### src/rtl/nn_loader_pkg.sv
// Shared definitions for the ROM loader / unit receiver / network controller path.
package nn_loader_pkg;

  // Default bus geometry, shared by the loader and the network controller.
  localparam int DEF_DATA_W    = 32;
  localparam int DEF_NUM_UNITS = 4;
  localparam int DEF_ADDR_W    = 2;

  // Receiver sequencing states.
  typedef enum logic [1:0] {
    ST_IDLE   = 2'd0,
    ST_STREAM = 2'd1,
    ST_DONE   = 2'd2
  } rx_state_t;

endpackage

### src/rtl/unit_data_receiver_reg_file.sv
// Unit word storage with a written-slot mask. all_written folds in the
// write happening this cycle so a write coinciding with start still counts.
module unit_reg_file
  import nn_loader_pkg::*;
#(
  parameter int DATA_W    = DEF_DATA_W,
  parameter int NUM_UNITS = DEF_NUM_UNITS,
  parameter int ADDR_W    = DEF_ADDR_W
) (
  input  logic              clk,
  input  logic              reset,
  input  logic              i_wr_en,
  input  logic [ADDR_W-1:0] i_wr_addr,
  input  logic [DATA_W-1:0] i_wr_data,
  input  logic              i_clear_mask,
  input  logic [ADDR_W-1:0] i_rd_addr,
  output logic [DATA_W-1:0] o_rd_data,
  output logic              o_all_written
);

  logic [DATA_W-1:0]    r_mem [NUM_UNITS];
  logic [NUM_UNITS-1:0] r_written;
  logic [NUM_UNITS-1:0] w_wr_onehot;

  // Decode the write address into a per-slot strobe (caller guarantees range).
  always_comb begin
    w_wr_onehot = '0;
    for (int i = 0; i < NUM_UNITS; i++)
      w_wr_onehot[i] = i_wr_en && (i_wr_addr == ADDR_W'(i));
  end

  // Word storage; survives the mask clear so the last stream stays readable.
  always_ff @(posedge clk) begin
    if (reset) begin
      for (int i = 0; i < NUM_UNITS; i++) r_mem[i] <= '0;
    end else begin
      for (int i = 0; i < NUM_UNITS; i++)
        if (w_wr_onehot[i]) r_mem[i] <= i_wr_data;
    end
  end

  // Written mask, cleared once a stream has completed.
  always_ff @(posedge clk) begin
    if (reset || i_clear_mask) r_written <= '0;
    else                       r_written <= r_written | w_wr_onehot;
  end

  // Completeness including the same-cycle write.
  assign o_all_written = &(r_written | w_wr_onehot);

  // Combinational read mux.
  always_comb begin
    o_rd_data = '0;
    for (int i = 0; i < NUM_UNITS; i++)
      if (i_rd_addr == ADDR_W'(i)) o_rd_data = r_mem[i];
  end

endmodule

### src/rtl/unit_data_receiver.sv
// Receives unit words from the ROM loader and, on start, streams them in
// index order to the network controller over valid/ready, then pulses done.
module unit_data_receiver
  import nn_loader_pkg::*;
#(
  parameter int DATA_W    = DEF_DATA_W,
  parameter int NUM_UNITS = DEF_NUM_UNITS,
  parameter int ADDR_W    = DEF_ADDR_W
) (
  input  logic              clk,
  input  logic              reset,
  input  logic              i_wr_en,
  input  logic [ADDR_W-1:0] i_wr_addr,
  input  logic [DATA_W-1:0] i_wr_data,
  input  logic              i_start_in,
  output logic [DATA_W-1:0] o_out_data,
  output logic [ADDR_W-1:0] o_out_index,
  output logic              o_out_valid,
  input  logic              i_out_ready,
  output logic              o_out_last,
  output logic              o_busy,
  output logic              o_done,
  output logic              o_err_incomplete,
  output logic              o_err_overrun
);

  localparam logic [ADDR_W-1:0] LAST_IDX = ADDR_W'(NUM_UNITS - 1);

  rx_state_t         r_state, w_next;
  logic [ADDR_W-1:0] r_index;
  logic              r_err_inc, r_err_ovr;
  logic [DATA_W-1:0] w_rd_data;
  logic              w_all_written, w_idle, w_addr_ok, w_wr_accept;
  logic              w_hs, w_start_ok, w_start_bad;

  assign w_idle      = (r_state == ST_IDLE);
  assign w_addr_ok   = ({1'b0, i_wr_addr} < (ADDR_W + 1)'(NUM_UNITS));
  assign w_wr_accept = i_wr_en && w_idle && w_addr_ok;
  assign w_hs        = (r_state == ST_STREAM) && i_out_ready;
  assign w_start_ok  = w_idle && i_start_in && w_all_written;
  assign w_start_bad = w_idle && i_start_in && !w_all_written;

  unit_reg_file #(
    .DATA_W   (DATA_W),
    .NUM_UNITS(NUM_UNITS),
    .ADDR_W   (ADDR_W)
  ) u_regs (
    .clk          (clk),
    .reset        (reset),
    .i_wr_en      (w_wr_accept),
    .i_wr_addr    (i_wr_addr),
    .i_wr_data    (i_wr_data),
    .i_clear_mask (r_state == ST_DONE),
    .i_rd_addr    (r_index),
    .o_rd_data    (w_rd_data),
    .o_all_written(w_all_written)
  );

  // State register.
  always_ff @(posedge clk) begin
    if (reset) r_state <= ST_IDLE;
    else       r_state <= w_next;
  end

  // Next state: start only on a complete mask, DONE after the last handshake.
  always_comb begin
    w_next = r_state;
    case (r_state)
      ST_IDLE:   if (w_start_ok) w_next = ST_STREAM;
      ST_STREAM: if (w_hs && r_index == LAST_IDX) w_next = ST_DONE;
      ST_DONE:   w_next = ST_IDLE;
      default:   w_next = ST_IDLE;
    endcase
  end

  // Outputs; data and index read straight from registers so they hold under stall.
  always_comb begin
    o_out_valid = 1'b0;
    o_busy      = 1'b0;
    o_done      = 1'b0;
    o_out_last  = 1'b0;
    o_out_data  = '0;
    o_out_index = '0;
    case (r_state)
      ST_STREAM: begin
        o_out_valid = 1'b1;
        o_busy      = 1'b1;
        o_out_data  = w_rd_data;
        o_out_index = r_index;
        o_out_last  = (r_index == LAST_IDX);
      end
      ST_DONE: begin
        o_busy = 1'b1;
        o_done = 1'b1;
      end
      default: ;
    endcase
  end

  // Stream index: reset on start and after completion, advance per handshake.
  always_ff @(posedge clk) begin
    if (reset || r_state == ST_DONE || w_start_ok) r_index <= '0;
    else if (w_hs && r_index != LAST_IDX)          r_index <= r_index + 1'b1;
  end

  // Sticky error flags; they only report, never stall.
  always_ff @(posedge clk) begin
    if (reset) begin
      r_err_inc <= 1'b0;
      r_err_ovr <= 1'b0;
    end else begin
      if (w_start_bad)                           r_err_inc <= 1'b1;
      if (i_wr_en && (!w_idle || !w_addr_ok))    r_err_ovr <= 1'b1;
    end
  end

  assign o_err_incomplete = r_err_inc;
  assign o_err_overrun    = r_err_ovr;

endmodule

### config.mk
export PLATFORM = sky130hd
export DESIGN_NAME = unit_data_receiver
export DESIGN_NICKNAME = d
export VERILOG_FILES = /design/src/rtl/nn_loader_pkg.sv /design/src/rtl/unit_data_receiver_reg_file.sv /design/src/rtl/unit_data_receiver.sv
export SDC_FILE = /design/constraint.sdc
export NUM_CORES = 1
export LEC_CHECK = 0
export CAP_MARGIN = 10
export CORE_MARGIN = 4
export CORE_UTILIZATION = 45
export DETAILED_ROUTE_END_ITERATION = 10
export PLACE_DENSITY = 0.76
export SLEW_MARGIN = 20
export SYNTH_ARGS = -nofsm -noshare
export SYNTH_HDL_FRONTEND = slang
export SYNTH_SLANG_ARGS = --single-unit
export TNS_END_PERCENT = 1
### constraint.sdc
create_clock -name clk -period 10.85 [get_ports clk]
set_input_delay 2.17 -clock clk [delete_from_list [all_inputs] [get_ports clk]]
set_output_delay 2.17 -clock clk [all_outputs]
set_load 0.1 [all_outputs]
==> impl_metrics.yaml <==
global_routing:
  grt_pass1_vias: 4749
  antenna_found_initial: 0
  grt_usage_pct: 17.56
  grt_first_pass_wirelength_um: 24680
  grt_max_degree: 65
  grt_overflow: 0
drt:
  vias: 4504
  wl_per_cell_um: 17.74
  viasPerCell: 5.201
  drt_iter0_markers: 310
  first_pass_iters: 5
  drc: 0
  ant_nets: 0
  wirelength_um: 15360
synthesis:
  synthSimpleGateAreaFrac_pct: 19.38
  netlist_area_mm2: 0.007161
  async_reset_ff_share_pct: 0
  synth_top_cell_area_share_pct: 53.68
  synth_edf_count: 128
  synth-adder-area-share_pct: 1.573
  synth-main-ff-cell: "edfxtp_1"
  synth_top_family_by_area: "simple AND/OR/NAND/NOR gates"
  synthXorXnorAreaFrac_pct: 0.1223
  ys_top_cells_by_area: "edfxtp_1, and2_1, a21boi_2"
  synth-seq-area-share_pct: 56.47
  synth_warnings: 0
  synth.avg_cell_area_um2: 12.35
  synth_seq_cells: 138
  synth_cell_types: 45
  syn-instance-count: 580
  synth_nets: 628
  post-synth-top-area-cell: "edfxtp_1"
  synth.area.mux_share_pct: 0.4194
  synth_compound_area_share_pct: 15.59
finish:
  areaGrowthSynthToFinish_pct: 21.40
  fin_cells: 866
  final_util_pct: 56.56
  design_area_mm2: 0.008693
  num_antenna_cells: 0
  layout-drive-gt1-share_pct: 17.25
  layout.nets: 690
  num-fill-cells: 1243
clock_tree:
  path_clk_slew_ns: 0.05
  cts_resized: 0
  root_buffer: "clkbuf_16"
  cts_tree: "yes"
  clockBufferDepth: 2
  numCtsBuffers: 17
  ctsHoldBuffers: 0
  clk_latency_ns: 0.42
  htreeDepth: 4
  cts_num_sinks: 138
  postCtsSetupBuffers: 0
pwr:
  power.leakage_nw: 3.175
  p_seq_share_pct: 35.4
  clkPwrFrac_pct: 29.1
  p_per_area_mw_per_mm2: 213.9
  p_sw_mw: 0.6663
  p_int_mw: 1.193
  peakVddDrop_mv: 0.1392
  combPwrFrac_pct: 35.5
  report.power.total_mw: 1.859
  switching_share_pct: 35.84
flow_run:
  cap_violations: 0
sta:
  setup_ws_ns: 4.853
  final-hold-violation-count: 0
  finalCritPeriodShare_pct: 55.27
  max_slew_margin_pct: 34.56
  rsz0062_at_grt: "false"
  fin_hold_ws_ns: 0.4556
  tns_ns: 0
  clock_skew_ns: 0.006020
  min_period_ns: 5.997
  tightest_slew_ns: 0.9786
  fmax_mhz: 166.8
  slew_violations: 0
  setup_viol: 0
worst_setup_path:
  worst_ep_arrival_time_ns: 3.83
  cp.required_ns: 8.68
  crit_path_start_kind: "register"
  worst-r2r-setup-slack_ns: 8.47
  r2r-end: "u_regs.r_mem[0][87]"
  r2r-start: "r_state[0]"
  end_kind: "output port"
  reg2reg_depth: 5
  crit_fanout: 34
  critical_path_class: "reg2out"
placement:
  gp_congestion: 0.7518
  place_inst: 832
  dp_hpwl_um: 9318
  pre_cts_ws_ns: 5.260
  place_area_mm2: 0.008088
  io_buffers: 78
floorplanning:
  rows: 45
  initial_core_util_pct: 46.59
  die_height_um: 134.1
  design.core.area_mm2: 0.01537
  fp.dieArea_mm2: 0.01799
  ios: 79
  die_x_um: 134.1
outcome:
  status: "finished, final reports clean"
hold_path:
  min_to: "o_err_incomplete"
  hold_depth: 2
  hp-class: "reg2reg"
  hp-start: "o_err_incomplete"
[cell type report]
| class | instances | area (um^2) | share of cell area [%] |
|---|---|---|---|
| clock buffers | 30 | 515.5 | 5.930 |
| clock inverters | 2 | 35.03 | 0.4030 |
| inverters | 41 | 153.9 | 1.770 |
| multi-input cells | 357 | 2725 | 31.35 |
| flip-flops and latches | 138 | 4044 | 46.52 |
| well taps | 211 | 264.0 | 3.037 |
| repair buffers | 87 | 955.9 | 11.00 |
[power groups by stage]
stage	Clock [mW]	Combinational, mW	Sequential [mW]
after floorplan	0	0.518	0.680
after global placement	0	0.639	0.666
after detailed placement	0	0.658	0.669
after CTS	0.551	0.661	0.658
after global routing	0.574	0.697	0.663
final	0.542	0.660	0.658
[registers in the layout (all words and copies together), names as in the netlist]
signal,flops
o_err_incomplete,1
o_err_overrun,1
r_index,2
r_state,2
u_regs.r_mem,128
u_regs.r_written,4
[metal layers]
| layer | global-route usage, % | vias up | routed length (um) |
|---|---|---|---|
| li1 | - | 2182 | - |
| met1 | 23.11 | 2202 | 6853 |
| met2 | 29.45 | 110 | 7676 |
| met3 | 3.638 | 10 | 738 |
| met4 | 5.373 | 0 | 94 |
| met5 | 0 | - | 0 |
[cell usage in the layout, fill, tap and decap left out, types with 4 or more instances in the layout]
cell	instances
edfxtp_1	128
and2_1	106
clkdlybuf4s50_1	78
inv_1	40
nand2_1	37
a211o_1	32
a21boi_2	28
nor2b_1	26
and2_2	25
a221oi_1	21
clkbuf_16	18
nor2_1	12
a221oi_2	11
clkbuf_1	10
dfxtp_1	10
a21boi_1	5
and2b_1	5
ha_1	5
buf_16	5
o21ai_4	4
a21oi_1	4
[cell usage after synthesis (all sizes together), types with 3 or more instances]
cell type and number:
a211o 32, nor2b 27, a21boi 33, o21ai 7, inv 41, buf 17
mux2i 3, dfxtp 10, nor4b 3, edfxtp 128, and2 131, and2b 5
a21oi 4, nor2 15, clkbuf 27, ha 9, a221oi 32, nand3 3
nand2 37
[worst max path at each step]
stage	cells past startpoint	end	start	slack, ns
after CTS	7	o_out_data[13]	r_index[0]	4.78
final	7	o_out_data[13]	r_index[0]	4.85
after global placement	6	o_out_data[30]	r_index[1]	5.25
after global routing	7	o_out_data[13]	r_index[0]	4.67
after detailed placement	7	o_out_data[13]	r_index[0]	5.26
after floorplan	5	o_out_data[17]	r_state[1]	5.48
[worst max-delay path: stages (launching register included)]
cell	delay, ns
dfxtp_1	0.36
inv_1	0.15
ha_2	0.61
buf_4	0.52
a221oi_1	0.10
a211o_1	0.34
a21boi_2	0.17
clkdlybuf4s50_1	1.15
[cells by family (layout without fill, tap and decap cells)]
kind of cell,count (synthesis),in the layout
xor gates and xnor gates,1,1
adders and majority gates,9,9
and+or+nand+nor,226,226
muxes,3,3
buffers and inverters,85,160
DFF,138,138
AOI/OAI and AO/OA,118,118
(Power assumes the default switching activity.)
